<file path="src/rtl/video_palette.sv">
// video_palette: 256-entry 15-bit colour lookup between the render stage and
// the DAC. One lookup per pixel slot (at c1); with VPAL_HIRES_EN defined, a
// second lookup at c3 serves the second 4-bit pixel of a hires slot.
// Strobe-to-colour latency is a fixed 2 clk: index at N, RAM data at N+1,
// colour register at N+2. Without VPAL_HIRES_EN, hires/gpal/c3 are ignored.
module video_palette (
    input  logic        clk,
    input  logic        rst,
    input  logic        c1,
    input  logic        c3,
    input  logic [7:0]  vplex_in,
    input  logic        hires,
    input  logic [3:0]  gpal,
    input  logic        blank_in,
    input  logic        hsync_in,
    input  logic        vsync_in,
    input  logic        cram_we,
    input  logic [7:0]  cram_addr,
    input  logic [15:0] cram_data,
    output logic [4:0]  vred,
    output logic [4:0]  vgrn,
    output logic [4:0]  vblu,
    output logic        hsync_out,
    output logic        vsync_out
);

    localparam int STAGES = 2;

    // slot registers, captured once per slot on c1
    logic [7:0] plex_q;
    logic       blank_q;
    logic       hsync_q;
    logic       vsync_q;
`ifdef VPAL_HIRES_EN
    logic       hires_q;
    logic [3:0] gpal_q;
`endif

    // lookup request for this clk
    logic       lk_go;
    logic       lk_sync;
    logic [7:0] lk_idx;

    // pipeline state
    logic [STAGES:1] vld_pipe;   // lookup in flight at stage N / N+1
    logic [STAGES:1] sync_pipe;  // lookup came from c1, so sync must update
    logic [7:0]      idx_r;
    logic            blank_s2;
    logic            hsync_s2;
    logic            vsync_s2;

    // palette storage (not reset) and its registered read port
    logic [14:0] mem [256];
    logic [14:0] ram_q;

    // latch the raster inputs for the whole slot on c1
    always_ff @(posedge clk or posedge rst) begin
        if (rst) begin
            plex_q  <= '0;
            blank_q <= 1'b0;
            hsync_q <= 1'b0;
            vsync_q <= 1'b0;
`ifdef VPAL_HIRES_EN
            hires_q <= 1'b0;
            gpal_q  <= '0;
`endif
        end else if (c1) begin
            plex_q  <= vplex_in;
            blank_q <= blank_in;
            hsync_q <= hsync_in;
            vsync_q <= vsync_in;
`ifdef VPAL_HIRES_EN
            hires_q <= hires;
            gpal_q  <= gpal;
`endif
        end
    end

    // pick the lookup for this clk; c1 wins over a simultaneous c3
    always_comb begin
        lk_go   = 1'b0;
        lk_sync = 1'b0;
        lk_idx  = '0;
        if (c1) begin
            lk_go   = 1'b1;
            lk_sync = 1'b1;
`ifdef VPAL_HIRES_EN
            lk_idx  = hires ? {gpal, vplex_in[7:4]} : vplex_in;
`else
            lk_idx  = vplex_in;
`endif
        end
`ifdef VPAL_HIRES_EN
        else if (c3 && hires_q) begin
            // second hires pixel: reuses the slot's latched blank and sync
            lk_go  = 1'b1;
            lk_idx = {gpal_q, plex_q[3:0]};
        end
`endif
    end

    // stage N and N+1 control: index, valid, sync-update and blank tracking
    always_ff @(posedge clk or posedge rst) begin
        if (rst) begin
            vld_pipe  <= '0;
            sync_pipe <= '0;
            idx_r     <= '0;
            blank_s2  <= 1'b1;
            hsync_s2  <= 1'b0;
            vsync_s2  <= 1'b0;
        end else begin
            vld_pipe  <= {vld_pipe[STAGES-1:1], lk_go};
            sync_pipe <= {sync_pipe[STAGES-1:1], lk_sync};
            if (lk_go)
                idx_r <= lk_idx;
            // blank_q/hsync_q/vsync_q already hold this slot's values at N
            blank_s2  <= blank_q;
            hsync_s2  <= hsync_q;
            vsync_s2  <= vsync_q;
        end
    end

    // palette write port and 1-clk read; same-address read returns old data
    always_ff @(posedge clk) begin
        if (cram_we && !rst)
            mem[cram_addr] <= cram_data[14:0];
        ram_q <= mem[idx_r];
    end

    // stage N+2: colour and sync registers, holding when nothing arrives
    always_ff @(posedge clk or posedge rst) begin
        if (rst) begin
            vred      <= '0;
            vgrn      <= '0;
            vblu      <= '0;
            hsync_out <= 1'b0;
            vsync_out <= 1'b0;
        end else if (vld_pipe[STAGES]) begin
            if (blank_s2) begin
                vred <= '0;
                vgrn <= '0;
                vblu <= '0;
            end else begin
                vred <= ram_q[14:10];
                vgrn <= ram_q[9:5];
                vblu <= ram_q[4:0];
            end
            if (sync_pipe[STAGES]) begin
                hsync_out <= hsync_s2;
                vsync_out <= vsync_s2;
            end
        end
    end

    // inputs/bits that carry no function in this build
    logic unused_bits;
`ifdef VPAL_HIRES_EN
    assign unused_bits = ^{cram_data[15], plex_q[7:4]};
`else
    assign unused_bits = ^{cram_data[15], plex_q, hires, gpal, c3};
`endif

endmodule

</file>
<file path="config.mk">
export PLATFORM = sky130hd
export DESIGN_NAME = video_palette
export DESIGN_NICKNAME = d
export VERILOG_FILES = /design/src/rtl/video_palette.sv
export SDC_FILE = /design/constraint.sdc
export NUM_CORES = 2
export LEC_CHECK = 0
export ABC_AREA = 0
export ABC_CLOCK_PERIOD_IN_PS = 2750
export BUFFER_PORTS_ARGS = -buffer_cell sky130_fd_sc_hd__buf_2
export CORE_ASPECT_RATIO = 1.75
export CORE_MARGIN = 2
export CORE_UTILIZATION = 34
export DETAILED_ROUTE_END_ITERATION = 8
export PLACE_DENSITY_LB_ADDON = 0.05
export SLEW_MARGIN = 0
export SYNTH_ARGS = -nofsm -noshare
export SYNTH_HDL_FRONTEND = slang
export SYNTH_SLANG_ARGS = --single-unit
</file>
<file path="constraint.sdc">
create_clock -name clk -period 2.75 [get_ports clk]
set_clock_uncertainty 0.15 [all_clocks]
set_input_delay 0.275 -clock clk [delete_from_list [all_inputs] [get_ports clk]]
set_output_delay 0.275 -clock clk [all_outputs]
set_load 0.01 [all_outputs]
</file>
# Word-level counts from Yosys, hierarchy flattened
# Memories as Yosys holds them, arrays and structs flattened. A register that Yosys moved wholly into a read port is not among the register bits.
# Index checks and enable logic that the tools add are counted.
[totals]
ff_bits = 35
mem_bits_rw = 3840
input_bits = 45
n_memories = 1
[classes]
mux = 7
n_reduce_logical = 3
[mem_list]
columns = ["name", "depth", "width", "read_ports", "rd_clocked_by_memory_dff", "wr", "line", "text"]
rows = [
  ["mem", 256, 15, 1, 1, 1, "53", "logic [14:0] mem [256];"],
]
[op_table]
columns = ["op", "n"]
rows = [
  ["5-bit 2-to-1 mux", 3],
  ["8-bit 2-to-1 mux", 1],
  ["1-bit 2-to-1 mux", 3],
  ["2-bit AND reduction", 1],
  ["1-bit logical AND", 1],
  ["1-bit zero test", 1],
]

# Longest topological paths before layout
[depth]
word_depth = 4
depth_mapped = 14
depth_no_buf = 7

# Worst setup path before layout
# No wires, ideal clock.
[synth_timing]
path_type = "register to register"
start = "register idx_r[0]"
end = "register ram_q[14] (read register of mem)"
setup_time_ns = 0.116
arrival_time_ns = 2.489
slack_ns = -0.005
stages_incl_launch_ff = 9
synth_period_minus_slack_ns = 2.755
cell_sequence = "dfrtp_1 -> buf_4 -> buf_6 -> buf_6 -> buf_2 -> mux4_2 -> mux4_2 -> or2_2 -> and4_1"
[synth_rtl]
columns = ["item", "line", "text"]
rows = [
  ["start, declared", "47", "logic [7:0] idx_r;"],
  ["start signal, assigned", "115", "idx_r <= lk_idx;"],
  ["end, declared", "54", "logic [14:0] ram_q;"],
]

==> results.cfg <==
[route]
via_per_inst = 5.36
drtPass1Iterations = 6
route.detailed.drc = 0
ant_nets = 0
drt-total-wl_um = 553000
post_drt_wl_per_cell_um = 37.6
drt_iter0_drcs = 7218
via_count = 79000

[yosys]
most_used_flip_flop_cell_after_synthesis = sky130_fd_sc_hd__edfxtp_1
synth_edf_count = 3840
synth.top_cells.by_count = sky130_fd_sc_hd__edfxtp_1 (3840), sky130_fd_sc_hd__mux4_2 (816), sky130_fd_sc_hd__mux2i_1 (432)
synth_largest_area_cell = sky130_fd_sc_hd__edfxtp_1
yosysWarningCount = 0
synth_cell_type_count = 69
synth_top_area_share_pct = 76.7
synth_fp_nets = 7121
syn_area_um2 = 150000
synthesis_stage_register_bit_count = 3888
synthCells = 7076
ys_seq_area_share_pct = 77.5
postSynthAreaPerCell_um2 = 21.2
postSynth.asyncResetShare_pct = 0.849
synthMostInstantiatedCell = sky130_fd_sc_hd__edfxtp_1
netlist_top_cells_area = sky130_fd_sc_hd__edfxtp_1 (77%), sky130_fd_sc_hd__mux4_2 (12%), sky130_fd_sc_hd__mux2i_1 (2.9%)

[global_route]
globalRouteOverflowTotal = 0
global_route.usage.met2_pct = 45.3
grt_max_degree = 124
global_route.usage.total_pct = 24.4
grt_util_met3_pct = 2.59
grt.busiest_layer = met2
grt_pass1_wl_um = 744000
number_of_global_route_vias_before_repair = 83100
grt_util_met1_pct = 29.0
grt_antenna_before_repair = 43

[timing]
setup_slack_ns = -0.804
final-setup-viol-count = 167
max_slew.worst_pin.slew_ns = 1.05
timing_max_transition_violations_final = 0
hold_viol = 0
slew_headroom_pct = 29.8
rsz0062_at_grt = true
final_period_minus_worst_setup_slack_ns = 3.55
max_freq_ghz = 0.281
finalCritPeriodShare_pct = 129
finalSetupTns_ns = -16.94

[floorplanning]
initial_utilization_pct = 34.1
rows = 323
die-height_um = 883
std_cell_core_area_um2 = 441000
dieWidth_um = 507
i_o_pin_total = 62
design.die.area_um2 = 447000

[pwr]
design_power_total_mw = 134
power_report.internal_total_mw = 102
clock_power_share_pct = 40.1
swShare_pct = 24.1
power.sequential.fraction_pct = 48.9
areal_power_density_over_the_cells_nw_per_um2 = 718
power.combinational.fraction_pct = 11.0
p_leak_nw = 60.3
net-switching-power_mw = 32.3
irDropWorstVdd_mv = 0.532

[clocking]
clk_latency_ns = 0.99
cts.root.buffer_cell = sky130_fd_sc_hd__clkbuf_16
cts_buffers = 383
cts_num_sinks = 3888
cts_htree_levels = 5
tritoncts = built
clk_pin_slew_worst_paths_ns = 0.06
cts-root-to-sink-buffers = 4

[critical_path]
cp.arrival_ns = 4.28
startpoint_type = flop
crit_required_ns = 3.47
endpoint_kind = flop
timing.critical_path.fanout_max = 6
path_class = reg2reg

[finish]
post_route_cells_drive_above_1_share_pct = 36.3
area_delta_synth_final_pct = 24.2
final_core_utilization_pct = 42.3
design.final.nets = 8576

[placement]
pre_cts_ws_ns = -1.75
dpl.hpwl_um = 372000
routabilityCongestion = 0.833
placement.io_buffers = 54

[run_status]
result_of_the_run = finished, violations left
failed_checks = setup timing

[run]
max_capacitance_violation_count = 0

[min_path]
timing.hold.worst.class = in2reg
-- layout make-up --
type | instances | area, µm²
Fill cell | 38600 | 254000
Sequential cell | 3888 | 116000
Multi-Input combinational cell | 2742 | 32900
Timing Repair Buffer | 1492 | 17400
Clock buffer | 472 | 10200
Tap cell | 5850 | 7320
Clock inverter | 228 | 2300
Inverter | 24 | 110
Antenna cell | 24 | 60.1
-- flip-flops by register name, indices dropped and copies added (netlist names) --
name	count
vred	5
blank_s2	1
vsync_q	1
mem	3840
vgrn	5
hsync_s2	1
hsync_q	1
ram_q	15
vsync_out	1
sync_pipe	2
vsync_s2	1
blank_q	1
hsync_out	1
idx_r	8
vblu	5
-- layer usage --
metal	up-vias	wire length, µm
met5	-	62
met4	10	22900
met3	636	20700
met2	2038	300000
met1	43700	210000
li1	32600	-
-- cells in the final DEF, fill, tap and decap left out, types with 19 or more instances in the layout --
cell | synthesis | routed
sky130_fd_sc_hd__clkbuf_16 | 0 | 404
sky130_fd_sc_hd__mux2i_1 | 432 | 428
sky130_fd_sc_hd__o22ai_1 | 111 | 107
sky130_fd_sc_hd__o221ai_1 | 134 | 116
sky130_fd_sc_hd__dlygate4sd3_1 | 0 | 57
sky130_fd_sc_hd__clkbuf_1 | 148 | 75
sky130_fd_sc_hd__mux2_2 | 42 | 38
sky130_fd_sc_hd__bufinv_16 | 0 | 44
sky130_fd_sc_hd__nor2_2 | 0 | 154
sky130_fd_sc_hd__nand3_1 | 66 | 49
sky130_fd_sc_hd__o21ai_0 | 90 | 74
sky130_fd_sc_hd__nand2_1 | 258 | 236
sky130_fd_sc_hd__edfxtp_1 | 3840 | 3840
sky130_fd_sc_hd__and3_1 | 23 | 20
sky130_fd_sc_hd__a21oi_1 | 97 | 90
sky130_fd_sc_hd__buf_4 | 55 | 887
sky130_fd_sc_hd__buf_6 | 74 | 46
sky130_fd_sc_hd__buf_16 | 0 | 29
sky130_fd_sc_hd__mux4_2 | 816 | 816
sky130_fd_sc_hd__nand4_1 | 19 | 19
sky130_fd_sc_hd__buf_12 | 0 | 387
sky130_fd_sc_hd__clkinv_2 | 0 | 80
sky130_fd_sc_hd__nor2_1 | 325 | 167
sky130_fd_sc_hd__diode_2 | 0 | 24
sky130_fd_sc_hd__clkinv_1 | 1 | 69
sky130_fd_sc_hd__dfrtp_1 | 32 | 26
sky130_fd_sc_hd__buf_8 | 2 | 29
sky130_fd_sc_hd__buf_2 | 105 | 39
-- through the flow --
stage	instance area [µm²]	hold slack, ns	cells
5_1_grt	187000	0.0553	14700
6_report	187000	0.0551	14700
3_3_place_gp	170000	0.185	13800
3_5_place_dp	170000	0.193	13800
4_1_cts	185000	0.0108	14600
2_1_floorplan	150000	0.156	7076
-- kinds of logic after synthesis --
| logic type | count (synthesis) | synth area share [%] |
|---|---|---|
| AOI/OAI and AO/OA | 642 | 3.00 |
| DFF | 3888 | 77.5 |
| and+or+nand+nor | 809 | 2.35 |
| muxes | 1291 | 15.4 |
| buffers and inverters | 446 | 1.72 |
-- worst max-delay path: stages (launching register included) --
cell and delay (ns):
sky130_fd_sc_hd__dfrtp_4 0.49, sky130_fd_sc_hd__buf_12 0.16, sky130_fd_sc_hd__buf_12 0.15, sky130_fd_sc_hd__buf_16 0.15, sky130_fd_sc_hd__buf_12 0.14, sky130_fd_sc_hd__buf_8 0.13, sky130_fd_sc_hd__mux4_2 0.44, sky130_fd_sc_hd__mux4_2 0.58
sky130_fd_sc_hd__a22oi_2 0.26, sky130_fd_sc_hd__o211ai_1 0.44, sky130_fd_sc_hd__and3_1 0.30
-- power groups by stage --
stage,clock network [mW],logic [mW],registers (mW)
2_1_floorplan,0,5.62,66.7
3_3_place_gp,0,13.6,66.9
3_5_place_dp,0,13.7,66.9
4_1_cts,54.9,14.5,65.6
5_1_grt,56.9,15.2,65.5
6_report,53.8,14.7,65.6
-- path summary, 6_finish.rpt --
kind                                    from      endpoint  slack (ns)  cells past startpoint
min in group asynchronous                rst      idx_r[2]        0.42                      4
max in group asynchronous                rst      idx_r[4]        1.30                      5
worst min-delay path            cram_data[1]   mem[190][1]        0.06                      2
worst max register to register      idx_r[0]      ram_q[6]       -0.80                     10
worst min register to register  sync_pipe[1]  sync_pipe[2]        0.20                      0
worst max-delay path                idx_r[0]      ram_q[6]       -0.80                     10
-- timing repair --
item / 4_1_cts / 5_1_grt
pin swaps: 47 / 48
gates cloned: 12 / 12
endpoints found under the hold margin: 3299 / 0
setup buffers: 47 / 57
gates resized for setup: 233 / 138
endpoints found under the setup margin: 15 / 15
hold buffers: 57 / 0
Power figures use the tool's default switching activity.
